### src/rtl/logic_input.sv
// logic_input: synchronizes an async trigger and stretches each rising edge into a fixed-length pulse plus clear strobe.
module logic_input #(
  parameter int SYNC_STAGES = 2,
  parameter int PULSE_LEN = 8
) (
  input  logic clk,
  input  logic rst,
  input  logic tx,
  output logic tx_out,
  output logic clr
);
  typedef enum logic [1:0] {IDLE, ACTIVE, CLEAR} state_t;
  state_t state, next_state;
  logic [SYNC_STAGES-1:0] sync;
  logic hist;
  logic rise;
  logic [7:0] cnt, next_cnt;
  assign rise = sync[SYNC_STAGES-1] & ~hist;
  // Sync chain and history reset high so a TX held through reset release is not an edge.
  always_ff @(posedge clk or posedge rst) begin
    if (rst) begin
      sync <= '1;
      hist <= 1'b1;
      state <= IDLE;
      cnt <= '0;
      tx_out <= 1'b0;
      clr <= 1'b0;
    end else begin
      sync <= {sync[SYNC_STAGES-2:0], tx};
      hist <= sync[SYNC_STAGES-1];
      state <= next_state;
      cnt <= next_cnt;
      tx_out <= next_state == ACTIVE;
      clr <= next_state == CLEAR;
    end
  end
  always_comb begin
    next_state = state;
    next_cnt = cnt;
    case (state)
      IDLE: if (rise) begin
        next_state = ACTIVE;
        next_cnt = 8'(PULSE_LEN - 1);
      end
      ACTIVE: if (cnt == 8'd0) next_state = CLEAR;
              else next_cnt = cnt - 8'd1;
      CLEAR: next_state = IDLE;
      default: next_state = IDLE;
    endcase
  end
endmodule

### config.mk
export PLATFORM = sky130hd
export DESIGN_NAME = logic_input
export DESIGN_NICKNAME = d
export VERILOG_FILES = /design/src/rtl/logic_input.sv
export SDC_FILE = /design/constraint.sdc
export NUM_CORES = 1
export LEC_CHECK = 0
export ABC_CLOCK_PERIOD_IN_PS = 1850
export CAP_MARGIN = 5
export CORE_MARGIN = 1
export CORE_UTILIZATION = 50
export CTS_BUF_LIST = sky130_fd_sc_hd__clkbuf_4 sky130_fd_sc_hd__clkbuf_8 sky130_fd_sc_hd__clkbuf_16
export DETAILED_ROUTE_END_ITERATION = 8
export PLACE_DENSITY = 0.73
export SLEW_MARGIN = 0
export SYNTH_ARGS = -nofsm -noshare
export SYNTH_HDL_FRONTEND = slang
export SYNTH_SLANG_ARGS = --single-unit
### constraint.sdc
create_clock -name clk -period 1.85 [get_ports clk]
set_input_delay 0.4625 -clock clk [delete_from_list [all_inputs] [get_ports clk]]
set_output_delay 0.4625 -clock clk [all_outputs]
set_load 0.02 [all_outputs]
==> results.json, run 1 <==
{
  "period_minus_slack_ns": 1.67,
  "place_hpwl_um": 854,
  "skew_ns": 0.00382,
  "status": "finished, final reports clean",
  "worstRegToRegCells": 6,
  "worstPathArrival_ns": 1.21,
  "syn_inst": 58,
  "hold_viol": 0,
  "syn_area_um2": 689,
  "worst_hold_slack_ns": 0.360,
  "fmax_mhz": 600,
  "hold_path.class": "register to register",
  "setup_viol": 0,
  "grt_overflow_total": 0,
  "tightest_slew_ns": 0.550,
  "synth-compound-area-share_pct": 8.89,
  "seq_area_frac_synth_pct": 55.0,
  "critPathRequiredTime_ns": 1.39,
  "grt_usage_pct": 19.4,
  "ios": 5,
  "post-route-period-util_pct": 90.2,
  "ys_ff_latch": 15,
  "whs_path_depth": 0,
  "r2r-end": "cnt[7]",
  "cts_max_level": 1,
  "vias_per_cell": 5.33,
  "synth_top_family_by_area": "simple AND/OR/NAND/NOR gates",
  "critPathMaxFanout": 1,
  "grt_pass1_vias": 460,
  "cpLargestDelayFamily": "buffers and inverters",
  "synth-xor-area-share_pct": 2.54,
  "first_pass_iters": 4,
  "die_w_um": 39.1,
  "synth_area_leaders": "dfrtp_1 (44%), dfstp_2 (11%), ha_1 (3.6%)",
  "peakVddDrop_mv": 0.766,
  "synth-edff-count": 0,
  "clk_pin_slew_ns": 0.09,
  "cts-resized-gates": 0,
  "nFillCells": 103,
  "drtIter0Drc": 6,
  "drive_gt1_share_pct": 24.3,
  "p_per_area_mw_per_mm2": 1430,
  "ys_warn_count": 0,
  "fp.dieH_um": 39.1,
  "path_cells": "clkdlybuf4s50_1",
  "grt_start_max_net_pins": 16,
  "start_util_pct": 53.7,
  "maxSlewViolCount": 0,
  "ctsRootBufferMaster": "clkbuf_4",
  "gp_congestion": 0.735,
  "port_buffers": 4,
  "clockBufferDepth": 2,
  "nNetsFinal": 76,
  "r2r_setup_slack_ns": 0.21,
  "die_area_mm2": 0.00153,
  "maxSlewHeadroom_pct": 63.3,
  "cts_tree": "built",
  "timing.setup.tns_ns": 0,
  "synth_top_area_share_pct": 43.6,
  "rsz0062_at_grt": "no",
  "yosysTopAreaCell": "dfrtp_1",
  "synth.distinct_cells": 30,
  "maxCapViolations": 0,
  "fin_area_um2": 812,
  "cts_setup_buffers": 0,
  "hold_start": "sync[0]",
  "cts_buffers": 3,
  "grt_pass1_wl_um": 1910,
  "clkSinkCount": 15,
  "fp-row-count": 13,
  "synth_nets": 63,
  "antenna_left": 0,
  "worstSetupStartpointType": "register",
  "r2r-start": "cnt[0]",
  "critPathBufInv": 1,
  "diodes": 0,
  "end_kind": "output port",
  "wl_per_cell_um": 14.1,
  "holdBufCountCts": 0,
  "vias": 453,
  "yosys.area_share.adder_pct": 3.63,
  "async_flop_share_pct": 100,
  "synth_ff_type": "dfrtp_1",
  "syn_area_per_cell_um2": 11.9,
  "core_mm2": 0.00128,
  "setup.worst_path.class": "register to output port",
  "slowest_delay_ns": 0.60,
  "drc": 0,
  "clock_latency_ns": 0.28,
  "synth_simple_gate_area_share_pct": 23.6,
  "leakagePower_nw": 0.371,
  "areaGrowthSynthToFinish_pct": 17.8,
  "antenna_found_initial": 0,
  "wirelength_um": 1200,
  "slowest_stage": "clkdlybuf4s50_1",
  "min_to": "sync[1]",
  "placed_cell_area_um2": 782,
  "synth_mux_area_share_pct": 3.09
}
==> metrics by stage <==
step,setup WS [ns],instances,power (mW),util [%]
floorplan,0.252,58,0.802,-
global placement,0.262,81,0.951,60.9
detailed placement,0.215,81,0.972,60.9
CTS,0.176,85,1.17,63.2
global route,0.123,85,1.24,63.2
finish,0.182,85,1.16,63.2
==> layer usage <==
metal | vias to the layer above | part of all wire, % | global-route usage, % | wire (um)
met5 | - | 0 | 0 | 0
met4 | 0 | 1.0 | 10.3 | 12
met3 | 2 | 3.0 | 5.20 | 36
met2 | 7 | 46 | 30.4 | 551
met1 | 219 | 50 | 24.1 | 600
li1 | 225 | - | - | -
==> cell families after synthesis <==
logic type / after synthesis
muxes: 2
DFF: 15
xor gates and xnor gates: 2
adders and majority gates: 2
buffers and inverters: 6
AOI/OAI and AO/OA: 8
and+or+nand+nor: 23
==> report_power, final <==
part	switching [mW]	internal [mW]	total, mW
combinational	0.226	0.225	0.452
sequential	0.0901	0.423	0.513
clock	0.0995	0.0981	0.198
total	0.416	0.746	1.16
==> Yosys cell counts (2+ instances only) <==
master	n
a21oi_1	2
inv_1	5
or2_1	2
and3_1	2
a31oi_1	2
dfrtp_1	12
nor2_1	4
nor3_1	3
dfstp_2	3
nand3_1	2
ha_1	2
==> cell usage in the layout, fill, tap and decap left out, drive strengths merged <==
cell	n
nor3	3
nand3	2
nor4	1
a21o	1
xnor2	1
ha	2
clkdlybuf4s50	4
a21boi	1
dfrtp	12
or4b	1
inv	5
nor2	4
nor2b	1
mux2	1
clkbuf	4
and2b	1
dfstp	3
buf	5
a21oi	2
mux2i	1
a31oi	2
nor3b	2
or2b	1
and3	2
nor4b	1
nand4b	1
nand2	1
a211oi	2
xor2	1
or2	2
==> worst max path at each step <==
stage,depth (start not counted),start,endpoint
floorplan,6,cnt[0],cnt[7]
global route,6,cnt[0],cnt[7]
global placement,6,cnt[0],cnt[7]
finish,1,tx_out,tx_out
detailed placement,6,cnt[0],cnt[7]
CTS,1,tx_out,tx_out
==> state kept, by name (all words and copies together) (netlist names) <==
name and count:
clr 1, cnt 8, hist 1, state 2, sync 2, tx_out 1
==> area by class of cell <==
| class | instances | area, um^2 | share of cell area, % |
|---|---|---|---|
| sequential | 15 | 379 | 46.7 |
| multi-input combinational | 37 | 288 | 35.4 |
| timing repair buffer | 9 | 77.6 | 9.55 |
| clock buffer | 4 | 30.0 | 3.70 |
| inverter | 5 | 18.8 | 2.31 |
| tap | 15 | 18.8 | 2.31 |
Power figures use the tool's default switching activity.
==> run 2, diff against run 1 <==
--- a/config.mk
+++ b/config.mk
@@ -5,7 +5,7 @@
 export SDC_FILE = /design/constraint.sdc
 export NUM_CORES = 1
 export LEC_CHECK = 0
-export ABC_CLOCK_PERIOD_IN_PS = 1850
+export ABC_CLOCK_PERIOD_IN_PS = 1800
 export CAP_MARGIN = 5
 export CORE_MARGIN = 1
 export CORE_UTILIZATION = 50
==> constraint.sdc (replaced) <==
create_clock -name clk -period 1.8 [get_ports clk]
set_input_delay 0.45 -clock clk [delete_from_list [all_inputs] [get_ports clk]]
set_output_delay 0.45 -clock clk [all_outputs]
set_load 0.02 [all_outputs]
==> run 2 against run 1 <==
Against the previous run:
- count of clock-buffer cells in the layout unchanged
- global-route usage up 0.095 points
- via count is 0.44% higher
- register-to-register slack got worse by 0.11 ns
- clock skew is 0.00099 ns higher
- design area decreased by 1.8%
- utilization is 1.2 points lower
- combinational power is 6.4% lower
- final cell count down 2.4%
- sequential share of layout area grew 0.88 points
- first-iteration DRC count grew 33%
- largest power group unchanged
- highest routed layer unchanged
==> results.json, run 2 (synthesized netlist as in run 1, its figures left out) <==
{
  "status": "finished, final reports clean",
  "holdBufCountCts": 0,
  "setup_viol": 0,
  "cts_max_level": 1,
  "diodes": 0,
  "first_pass_iters": 4,
  "grt_pass1_vias": 429,
  "post-route-period-util_pct": 94.5,
  "peakVddDrop_mv": 0.681,
  "clk_pin_slew_ns": 0.09,
  "met2_usage_pct": 27.5,
  "p_per_area_mw_per_mm2": 1460,
  "grt_start_max_net_pins": 16,
  "power_mw": 1.17,
  "areaGrowthSynthToFinish_pct": 15.6,
  "largest_register_ffs": 8,
  "timing.setup.tns_ns": 0,
  "final_cells": 83,
  "final_core_util_pct": 62.0,
  "grt_overflow_total": 0,
  "busiest_layer": "met2",
  "place_inst": 79,
  "clock_latency_ns": 0.29,
  "drc": 0,
  "clockBufferDepth": 2,
  "drive_gt1_share_pct": 22.1,
  "critPathMaxFanout": 5,
  "ctsRootBufferMaster": "clkbuf_4",
  "pwr-share-seq_pct": 46.0,
  "final_common_cell": "dfrtp_1",
  "maxSlewHeadroom_pct": 62.6,
  "r2r_setup_slack_ns": 0.1,
  "cts_setup_buffers": 0,
  "hold_path.class": "register to register",
  "maxCapViolations": 0,
  "drtIter0Drc": 8,
  "fmax_mhz": 588,
  "slowest_delay_ns": 0.42,
  "die_area_mm2": 0.00153,
  "intPower_mw": 0.739,
  "cpLargestDelayFamily": "simple AND/OR/NAND/NOR gates",
  "grt_usage_pct": 19.5,
  "pwr-share-comb_pct": 36.2,
  "cts_buffers": 3,
  "maxSlewViolCount": 0,
  "worstSetupStartpointType": "register",
  "antenna_found_initial": 0,
  "antenna_left": 0,
  "wirelength_um": 1200,
  "setup_ws_ns": 0.0993,
  "hold_viol": 0,
  "top_regs": "cnt (8), state (2), sync (2)",
  "setup.worst_path.class": "register to register",
  "port_buffers": 4,
  "leakagePower_nw": 0.361,
  "tightest_slew_ns": 0.560,
  "largest-register": "cnt",
  "rsz0062_at_grt": "no",
  "grt_pass1_wl_um": 1860,
  "vias_per_cell": 5.48,
  "vias": 455,
  "ios": 5,
  "core_mm2": 0.00128,
  "grt_util_met3_pct": 5.20,
  "p_sw_share_pct": 36.7,
  "fp-row-count": 13,
  "cts_tree": "built",
  "path_cells": "inv_1 -> ha_1 -> nor3b_2 -> a21boi_2 -> nand3_1 -> mux2_1",
  "nNetsFinal": 74,
  "gp_congestion": 0.838,
  "final_cell_mix": "dfrtp_1 (12), inv_1 (5), nor2_1 (4), clkbuf_4 (4), clkdlybuf4s50_1 (4)",
  "critPathRequiredTime_ns": 1.97,
  "skew_ns": 0.00481,
  "slowest_stage": "dfrtp_1",
  "die_w_um": 39.1,
  "worstPathArrival_ns": 1.87,
  "start_util_pct": 53.7,
  "place_ws_ns": 0.141,
  "clkSinkCount": 15,
  "cts-resized-gates": 0,
  "critPathBufInv": 1,
  "place_hpwl_um": 840,
  "fp.dieH_um": 39.1,
  "period_minus_slack_ns": 1.70,
  "wl_per_cell_um": 14.5,
  "end_kind": "register",
  "p_sw_mw": 0.428,
  "clockPowerShare_pct": 17.8,
  "use_met1_pct": 24.8
}
-- run 2: changes by cell type in the layout (fill, tap and decap cells not counted), sizes merged --
cell,change
buf,-2
-- run 2: final timing paths --
check / start / end / depth (start not counted)
setup / recovery: cnt[0] / cnt[7] / 6
hold / removal: sync[0] / sync[1] / 0
setup reg to reg: cnt[0] / cnt[7] / 6
hold reg to reg: sync[0] / sync[1] / 0
max in group asynchronous: rst / sync[0] / 2
min in group asynchronous: rst / cnt[2] / 2
-- run 2: per-stage QoR --
step	cell area (um^2)	hold WS, ns
floorplan	689	0.345
global placement	767	0.346
detailed placement	767	0.351
CTS	797	0.363
global route	797	0.366
finish	797	0.361
-- run 2: power by group through the flow --
stage	Sequential, mW	Combinational, mW	Clock [mW]
2_1_floorplan	0.533	0.291	0
3_3_place_gp	0.537	0.402	0
3_5_place_dp	0.543	0.416	0
4_1_cts	0.535	0.420	0.216
5_1_grt	0.549	0.464	0.229
6_report	0.536	0.423	0.207
-- run 2: area by class of cell --
| cell class | instances | area, um^2 |
|---|---|---|
| fillers | 112 | 488 |
| flip-flops and latches | 15 | 379 |
| multi-input cells | 37 | 288 |
| repair buffers | 7 | 62.6 |
| clock buffers | 4 | 30.0 |
| inverters | 5 | 18.8 |
| well taps | 15 | 18.8 |
-- run 2: layer usage --
metal,vias up,part of all wire [%]
met5,-,0
met2,8,45
li1,222,-
met3,5,2.7
met4,0,3.9
met1,220,49
